--- src/rtl/fifo_rr_scheduler.sv ---
// Round-robin read scheduler: drains NUM_FIFOS input FIFOs into one output FIFO.
// Also programs the almost-full/almost-empty thresholds from an INIT state and
// holds a sticky ERROR state when any input FIFO reports an error.
module fifo_rr_scheduler #(
  parameter int BITNUMBER = 8,
  parameter int NUM_FIFOS = 4,
  parameter int PTR_W     = 3
) (
  input  logic                           clk,
  input  logic                           reset,
  input  logic                           init,
  input  logic [PTR_W-1:0]               umbral_af_in,
  input  logic [PTR_W-1:0]               umbral_ae_in,
  input  logic [NUM_FIFOS-1:0]           fifo_empty,
  input  logic [NUM_FIFOS-1:0]           fifo_error,
  input  logic [NUM_FIFOS*BITNUMBER-1:0] fifo_data,
  input  logic                           out_almost_full,
  output logic [NUM_FIFOS-1:0]           fifo_rd,
  output logic                           out_wr,
  output logic [BITNUMBER-1:0]           out_data,
  output logic [PTR_W-1:0]               umbral_af_out,
  output logic [PTR_W-1:0]               umbral_ae_out,
  output logic [2:0]                     state,
  output logic                           idle,
  output logic                           error_out
);

  localparam int RR_W = (NUM_FIFOS > 1) ? $clog2(NUM_FIFOS) : 1;

  typedef enum logic [2:0] {
    ST_RESET  = 3'd0,
    ST_INIT   = 3'd1,
    ST_IDLE   = 3'd2,
    ST_ACTIVE = 3'd3,
    ST_ERROR  = 3'd4
  } state_t;

  state_t                state_q;
  state_t                state_d;
  logic [RR_W-1:0]       rr_ptr;
  logic [RR_W-1:0]       winner_q;
  logic [RR_W-1:0]       winner_d;
  logic [RR_W-1:0]       search_idx;
  logic                  found;
  logic                  grant_d;
  logic                  in_flight;
  logic [NUM_FIFOS-1:0]  grant_onehot;
  logic                  any_error;
  logic                  all_empty;

  assign any_error = |fifo_error;
  assign all_empty = &fifo_empty;

  assign state     = state_q;
  assign idle      = (state_q == ST_IDLE);
  assign error_out = (state_q == ST_ERROR);

  // State register; reset always wins.
  always_ff @(posedge clk) begin
    if (!reset) begin
      state_q <= ST_RESET;
    end else begin
      state_q <= state_d;
    end
  end

  // Next-state logic; an error from any FIFO overrides every other transition.
  always_comb begin
    state_d = state_q;
    if (any_error) begin
      state_d = ST_ERROR;
    end else begin
      case (state_q)
        ST_RESET:  state_d = ST_INIT;
        ST_INIT:   state_d = init ? ST_INIT : ST_IDLE;
        ST_IDLE: begin
          if (init)            state_d = ST_INIT;
          else if (!all_empty) state_d = ST_ACTIVE;
        end
        ST_ACTIVE: begin
          if (init)                         state_d = ST_INIT;
          else if (all_empty && !in_flight) state_d = ST_IDLE;
        end
        ST_ERROR:  state_d = ST_ERROR;
        default:   state_d = ST_RESET;
      endcase
    end
  end

  // Round-robin search: first non-empty FIFO at or after rr_ptr, wrapping.
  always_comb begin
    found      = 1'b0;
    winner_d   = '0;
    search_idx = '0;
    for (int unsigned i = 0; i < NUM_FIFOS; i++) begin
      search_idx = rr_ptr + RR_W'(i);
      if (!found && !fifo_empty[search_idx]) begin
        found    = 1'b1;
        winner_d = search_idx;
      end
    end
  end

  // A grant is only issued while the FSM stays in ACTIVE across this edge,
  // so fifo_rd can never be seen high outside ACTIVE.
  always_comb begin
    grant_d      = (state_q == ST_ACTIVE) && (state_d == ST_ACTIVE) &&
                   !out_almost_full && found;
    grant_onehot = '0;
    if (grant_d) begin
      grant_onehot = NUM_FIFOS'(1) << winner_d;
    end
  end

  // Read strobe, one-cycle-later output write, pointer update and threshold latch.
  always_ff @(posedge clk) begin
    if (!reset) begin
      fifo_rd       <= '0;
      out_wr        <= 1'b0;
      out_data      <= '0;
      rr_ptr        <= '0;
      winner_q      <= '0;
      in_flight     <= 1'b0;
      umbral_af_out <= '0;
      umbral_ae_out <= '0;
    end else begin
      if (state_d == ST_ERROR) begin
        // Entering or sitting in ERROR discards any pending word.
        fifo_rd   <= '0;
        out_wr    <= 1'b0;
        in_flight <= 1'b0;
      end else begin
        // The pending word is written regardless of a move to INIT.
        out_wr <= in_flight;
        if (in_flight) begin
          out_data <= fifo_data[int'(winner_q)*BITNUMBER +: BITNUMBER];
        end
        in_flight <= grant_d;
        fifo_rd   <= grant_onehot;
        if (grant_d) begin
          winner_q <= winner_d;
          rr_ptr   <= winner_d + RR_W'(1);
        end
      end
      if (state_q == ST_INIT) begin
        umbral_af_out <= umbral_af_in;
        umbral_ae_out <= umbral_ae_in;
      end
    end
  end

endmodule

--- config.mk ---
export PLATFORM = sky130hd
export DESIGN_NAME = fifo_rr_scheduler
export DESIGN_NICKNAME = d
export VERILOG_FILES = /design/src/rtl/fifo_rr_scheduler.sv
export SDC_FILE = /design/constraint.sdc
export NUM_CORES = 1
export LEC_CHECK = 0
export CAP_MARGIN = 20
export CORE_MARGIN = 5
export CORE_UTILIZATION = 40
export DETAILED_ROUTE_END_ITERATION = 10
export DONT_BUFFER_PORTS = 1
export PLACE_DENSITY = 0.66
export SLEW_MARGIN = 0
export SYNTH_ARGS = -nofsm -noshare
export SYNTH_HDL_FRONTEND = slang
export SYNTH_SLANG_ARGS = --single-unit
export TNS_END_PERCENT = 100
--- constraint.sdc ---
create_clock -name clk -period 4.2 [get_ports clk]
set_input_delay 1.05 -clock clk [delete_from_list [all_inputs] [get_ports clk]]
set_output_delay 1.05 -clock clk [all_outputs]
set_load 0.01 [all_outputs]
---- Word-level counts from Yosys, hierarchy flattened ----
Index checks and enable logic that the tools add are counted.
W data, S select, Z words.
word-level totals
  word-level logic and storage cells ...... 72
  input port bits ......................... 50
  output and inout bits ................... 24
  flip-flop bits (word level) ............. 27
operators by class
  order comparisons ....................... 4
  add/sub/neg operators ................... 4
  muxes and demuxes ....................... 23
  shift operators ......................... 2
  reduce and logical (&&, ||, !) cells .... 21
  eq/ne operators ......................... 6
  bitwise operators ....................... 3
operator list
  operator               count
  $shiftx A32 B6 Y8      1
  $mux W3                5
  $pmux W3 S5            1
  $lt A2 B3 Y1 const B   4
  $mux W2                5
  $eq A3 B2 Y1 const B   3
  $bmux W1 S2            4
  $mux W1                8
  $logic_and A1 B1 Y1    7
  $logic_not A1 Y1       7
  $eq A3 B3 Y1 const B   2
  $add A2 B1 Y2 const B  2
  $add A2 B2 Y2 const B  2
  $reduce_and A2 Y1      2
  $reduce_and A4 Y1      1
  $reduce_or A4 Y1       1
  $shl A1 B2 Y4 const A  1
  $eq A3 B1 Y1 const B   1
  $logic_not A3 Y1       1
  $not A1 Y1             3
  $reduce_or A3 Y1       1
  $reduce_or A2 Y1       1

---- Logic depth before layout (Yosys ltp) ----
Gate-level depths: netlist of run 1.
  word-level depth ........................ 15
  gate-level depth with buffers ........... 5
  depth with buffers taken out ............ 5

---- Worst setup path before layout of run 1 ----
Ideal clock, no wire load.
  kind .................................... input to register
  from .................................... input port fifo_error[1]
  to ...................................... register winner_q[1]
  data required time ...................... 4.085 ns
  library setup time ...................... 0.115 ns
  setup slack ............................. 1.677 ns
  arrival ................................. 2.409 ns
  cell stages on the path ................. 4
  path buffers ............................ 0
  path through ............................ or4_4 > or4_4 > and2_0 > o21a_1
on the way
  longest elaborated chain between the ends .. 7
  elaborated cells on any way between the ends .. 9
  those cells by class .................... 2 x eq/ne; 1 x mux; 1 x bitwise; 5 x reduce/logical
RTL lines
  item                                    line  RTL
  from (decl)                             15    input logic [NUM_FIFOS-1:0] fifo_error,
  $reduce_or A4 Y1 (*)                    51    assign any_error = |fifo_error;
  $mux W3 (*)                             70    if (any_error) begin
  $eq A3 B2 Y1                            107   grant_d = (state_q == ST_ACTIVE) && (state_d == ST_ACTIVE) &&
  $logic_and A1 B1 Y1 (2 in a row)        107
  $logic_and A1 B1 Y1                     108   !out_almost_full && found;
  $reduce_and A2 Y1 (no source line) (*)  n/a
  to (signal assigned)                    141   winner_q <= winner_d;
  to (decl)                               41    logic [RR_W-1:0] winner_q;
Every way passes the cells marked *; elsewhere a longest branch is shown, timed or not.
A chain may end at the register's enable or synchronous reset.

---- Final worst setup path of run 1 ----
  from .................................... register state_q[2] (netlist: state[2])
  to ...................................... output port error_out
on the way
  longest elaborated chain between the ends .. 1
RTL lines
  item                    line  RTL
  from (decl)             38    state_t state_q;
  from (signal assigned)  63    state_q <= state_d;
  $eq A3 B3 Y1            56    assign error_out = (state_q == ST_ERROR);
  to (decl)               25    output logic error_out
Every way passes these cells.

==> impl_metrics.toml, run 1 <==
[cts]
cts_buffer_depth = 2
cts-hold-fix-buffers = 0
cts.reportedPaths.clkPinSlew_ns = 0.14
tritoncts = "built"
post-cts-setup-buffers = 0
ctsResizeCount = 0
cts-root-buf = "clkbuf_4"
cts_max_level = 1
cts-buffers-inserted = 3
insertion_delay_ns = 0.32
clock-sinks = 27

[floorplan]
start_util_pct = 42.3
core_mm2 = 0.00310
row_count = 20
die-area_mm2 = 0.00453
ios = 74
die_h_um = 67.3
die_w_um = 67.3

[global_route]
grt_first_pass_wirelength_mm = 4.43
grt_max_degree = 23
antenna_found_initial = 0
grtUsageTotal_pct = 12.7
grt_pass1_vias = 1007
overflow = 0

[worst_setup_path]
cp_max_fo = 8
crit_chain = "or3b_2 > inv_1"
endpoint_kind = "output port"
crit_type = "register to output port"
arrival_ns = 1.47
required_ns = 3.15
worst_path_max_delay_cell = "dfxtp_1"
max_stage_delay_ns = 0.53
startpoint_type = "register"

[sta]
clock_skew_ns = 0.00612
hold_viol = 0
fmax_ghz = 0.396
timing.final.crit_share_pct = 60.1
relSlewSlack_pct = 58.8
worstMarginPinSlew_ns = 0.616
setup_viol = 0
hold_ws_ns = 0.567
finalSetupTns_ns = 0
rsz0062_at_grt = "false"
period_minus_slack_ns = 2.52
maxSlewViolCount = 0

[synthesis]
async_flop_share_pct = 0
syn_inst = 124
synth_nets = 174
syn_area_mm2 = 0.00131
synth_top_flop_cell = "dfxtp_1"
synth_edf_count = 0
synthDistinctLibCells = 35
yosysWarnings = 0
synth_area_per_cell_um2 = 10.6
seq_area_frac_synth_pct = 41.1
ys_ff_latch = 27

[pwr]
power_leakage_nw = 0.414
ir_drop_v = 0.000106
power.total_w = 0.000388
powerDensity_mw_per_mm2 = 282

[place]
dpl.hpwl_mm = 2.37
placed_cells = 163
port_buffers = 0
place.gp.congestion = 0.737

[route]
drt_pass1_iterations = 4
routed_via_density = 5.56
drt_wl_total_mm = 2.95
routedWlPerCell_um = 17.7
drc = 0
ant_nets = 0
num_vias = 928
drt_iter0_drc = 10

[flow_run]
drv_cap = 0

[cells_and_area]
antennaDiodeCount = 0
syn_to_final_growth_pct = 4.67
fin_cells = 167
drive_above_1_share_pct = 13.0
design.final.nets = 174

[outcome]
status = "completed"

[hold_path]
hp-class = "register to register"
==> logic make-up after synthesis <==
group                  after synthesis  share of synthesized area [%]
buffers and inverters                8                           2.38
AO/OA/AOI/OAI                       13                           7.24
flip-flops                          27                           41.1
AND/OR/NAND/NOR                     54                           24.9
multiplexers                        22                           24.4
==> layout by cell type, fill, tap and decap left out, types with 2 or more instances in the layout <==
master     n
nor3_1     5
nor3b_1    2
nor2_1     6
nor2b_1   15
clkbuf_4   3
a21boi_0   2
nand2_1    7
dfxtp_1   27
a21oi_1    2
mux4_2     8
mux2i_1   14
or3_1      2
nor4_1     3
nand3_1    2
inv_1      3
o21a_1     2
or4_4      2
and3_1     2
==> routing by layer <==
layer  global-route usage (%)  vias up  routed length, um
met1                     14.0      415               1210
met4                     3.04        0                  7
met2                     22.6       56               1350
met5                        0        -                  0
li1                         -      455                  -
met3                     5.32        2                380
==> critical path, delay by kind of cell, from the launching register on <==
kind                   cells  cell delay (ns)
DFF                        1             0.53
and+or+nand+nor            1             0.51
buffers and inverters      1             0.12
==> synthesized netlist by cell type (all sizes together), types with 3 or more instances <==
library cell | instances | area [um2]
inv | 3 | 11.3
nor2 | 6 | 22.5
nor3 | 5 | 25.0
clkbuf | 3 | 11.3
mux4 | 8 | 180
nor2b | 15 | 93.8
mux2i | 14 | 140
nor4 | 3 | 18.8
dfxtp | 27 | 541
nor3b | 3 | 27.5
nand2 | 7 | 26.3
==> registers in the layout, indices dropped and copies added, names as in the netlist <==
name / flops
fifo_rd: 4
in_flight: 1
out_data: 8
out_wr: 1
rr_ptr: 2
state: 3
umbral_ae_out: 3
umbral_af_out: 3
winner_q: 2
==> final cells by class <==
class	count	area (um2)
fillers	309	1730
multi-input cells	89	742
flip-flops and latches	27	541
well taps	44	55.1
clock buffers	4	26.3
inverters	3	11.3
==> per-stage QoR <==
step	setup slack (ns)	cell area, um2	util [%]
3_3_place_gp	1.66	1350	43.5
3_5_place_dp	1.64	1350	43.5
5_1_grt	1.60	1380	44.3
4_1_cts	1.67	1380	44.3
6_report	1.68	1380	44.3
2_1_floorplan	1.68	1310	-
==> power by group <==
part | switching (W) | internal (W) | total [W]
Combinational | 0.00000668 | 0.0000126 | 0.0000193
Sequential | 0.00000204 | 0.000257 | 0.000259
Clock | 0.0000727 | 0.0000371 | 0.000110
Total | 0.0000814 | 0.000307 | 0.000388
==> path summary, 6_finish.rpt <==
check,startpoint,end,slack [ns],cells after the start
setup / recovery,state[2]$_SDFF_PN0_,error_out,1.68,2
hold / removal,rr_ptr[1]$_SDFFE_PN0P_,rr_ptr[1]$_SDFFE_PN0P_,0.57,2
setup reg to reg,state[2]$_SDFF_PN0_,out_data[7]$_SDFFE_PN0P_,2.41,4
hold reg to reg,rr_ptr[1]$_SDFFE_PN0P_,rr_ptr[1]$_SDFFE_PN0P_,0.57,2
(Power assumes the default switching activity.)
==> run 2: changes to the inputs <==
Clock period 4.2 ns to 2.4 ns, I/O delays scaled along.
==> run 2 against run 1 <==
Effect of this change:
- via count increased by 2.2%
- critical path type unchanged
- critical path depth unchanged
- total power increased by 75%
- largest power group unchanged
- flip-flop and latch count unchanged
- count of clock-buffer cells in the layout unchanged
==> impl_metrics.toml, run 2 (synthesized netlist as in run 1, its figures left out) <==
[worst_setup_path]
crit_buf_inv = 1
arrival_ns = 1.46
crit_chain = "or3b_2 > inv_1"
r2r_end = "out_data[7]$_SDFFE_PN0P_"
crit_path_end = "error_out"
cp_max_fo = 8
startpoint_type = "register"
max_stage_delay_ns = 0.52
crit_type = "register to output port"
endpoint_kind = "output port"
worst_path_max_delay_cell = "dfxtp_1"
r2r-start = "state[2]$_SDFF_PN0_"
startpoint = "state[2]$_SDFF_PN0_"
worst-r2r-setup-slack_ns = 0.63
path_delay_family = "flip-flops"
reg2regPathDepth = 4
required_ns = 1.80
critical_path_depth = 2

[place]
port_buffers = 0
place.gp.congestion = 0.737
dpl.hpwl_mm = 2.42
post_dp_cell_area_mm2 = 0.00135

[sta]
fmax_ghz = 0.486
maxSlewViolCount = 0
setup_viol = 0
period_minus_slack_ns = 2.06
clock_skew_ns = 0.00359
finalSetupTns_ns = 0
timing.final.crit_share_pct = 85.7
relSlewSlack_pct = 59.3
worstMarginPinSlew_ns = 0.607
hold_viol = 0
rsz0062_at_grt = "false"
hold_ws_ns = 0.339

[floorplan]
die_h_um = 67.3
row_count = 20
die_w_um = 67.3
ios = 74
core_mm2 = 0.00310
die-area_mm2 = 0.00453
start_util_pct = 42.3

[cts]
insertion_delay_ns = 0.31
cts-buffers-inserted = 3
cts.reportedPaths.clkPinSlew_ns = 0.14
cts_buffer_depth = 2
cts-hold-fix-buffers = 0
clock-sinks = 27
cts-root-buf = "clkbuf_4"
post-cts-setup-buffers = 0
cts_max_level = 1
ctsResizeCount = 0
tritoncts = "built"

[route]
num_vias = 948
drt_pass1_iterations = 4
ant_nets = 0
routedWlPerCell_um = 17.9
routed_via_density = 5.68
drc = 0
drt_wl_total_mm = 2.99
drt_iter0_drc = 17

[global_route]
grt_max_degree = 23
grtUsageTotal_pct = 13.1
overflow = 0
grt_pass1_vias = 1057
antenna_found_initial = 0
grt_first_pass_wirelength_mm = 4.59

[pwr]
power_frac_clock_pct = 28.2
powerDensity_mw_per_mm2 = 494
power.share.sequential_pct = 66.8
power.total_w = 0.000679
internal_power_w = 0.000537
power_leakage_nw = 0.414
p_sw_w = 0.000142
ir_drop_v = 0.000202
p_comb_share_pct = 5.0
p_sw_share_pct = 20.9

[cells_and_area]
top_register = "out_data"
antennaDiodeCount = 0
layout_commonest_cell = "dfxtp_1"
design.final.nets = 174
final_core_util_pct = 44.3
largest_reg_flops = 8
syn_to_final_growth_pct = 4.67
largest_registers = "out_data: 8 flops, fifo_rd: 4 flops"
fin_area_mm2 = 0.00138
final_cell_mix = "dfxtp_1 (27), nor2b_1 (15), mux2i_1 (14), mux4_2 (8), nand2_1 (7)"
drive_above_1_share_pct = 13.0

[outcome]
status = "completed"

[flow_run]
drv_cap = 0

[hold_path]
hp-class = "primary input to register"
[run 2: cell counts in the layout (fill, tap and decap cells not counted)]
Identical to the previous run, type by type.
[run 2: how the worst min path moves through the flow]
stage / from / end / slack (ns) / cells past startpoint
after floorplan: rr_ptr[1]$_SDFFE_PN0P_ / rr_ptr[1]$_SDFFE_PN0P_ / 0.50 / 2
after global placement: rr_ptr[1]$_SDFFE_PN0P_ / rr_ptr[1]$_SDFFE_PN0P_ / 0.53 / 2
after detailed placement: rr_ptr[1]$_SDFFE_PN0P_ / rr_ptr[1]$_SDFFE_PN0P_ / 0.55 / 2
after CTS: init / state[1]$_SDFF_PN0_ / 0.32 / 1
after global routing: init / state[1]$_SDFF_PN0_ / 0.31 / 1
final: init / state[1]$_SDFF_PN0_ / 0.34 / 1
[run 2: cell type report]
| cell class | count | area, um2 |
|---|---|---|
| clock buffer | 4 | 26.3 |
| sequential | 27 | 541 |
| fill | 306 | 1730 |
| tap | 44 | 55.1 |
| multi-input combinational | 89 | 742 |
| inverter | 3 | 11.3 |
[run 2: per-layer routing]
layer	up-vias	global-route usage (%)	wire length (um)
met5	-	0	0
met4	0	3.04	0
met3	0	5.49	391
met2	52	23.7	1450
met1	437	14.1	1140
li1	459	-	-
[run 2: per-stage QoR]
step	worst slack [ns]	instances
final	0.343	167
after detailed placement	0.293	163
after global routing	0.252	167
after floorplan	0.327	124
after CTS	0.318	167
after global placement	0.308	163
[run 2: worst reg2reg max path, stage by stage (launching register included)]
cell	delay [ns]
dfxtp_1	0.52
or3b_2	0.50
and3_1	0.36
mux2i_1	0.24
nor2b_1	0.06
[run 2: power groups by stage]
stage                     combinational [W]  clock, W  sequential, W
final                             0.0000342  0.000191       0.000453
after global routing              0.0000370  0.000219       0.000454
after CTS                         0.0000344  0.000204       0.000454
after detailed placement          0.0000342         0       0.000463
after global placement            0.0000333         0       0.000463
after floorplan                   0.0000335         0       0.000463
==> run 3: changes to the inputs <==
Settings changed: GPL_ROUTABILITY_DRIVEN from default to 0, RECOVER_POWER from default to 25.
==> results of run 3 <==
No change in the layout: final DEF, timing and power equal those of run 2.
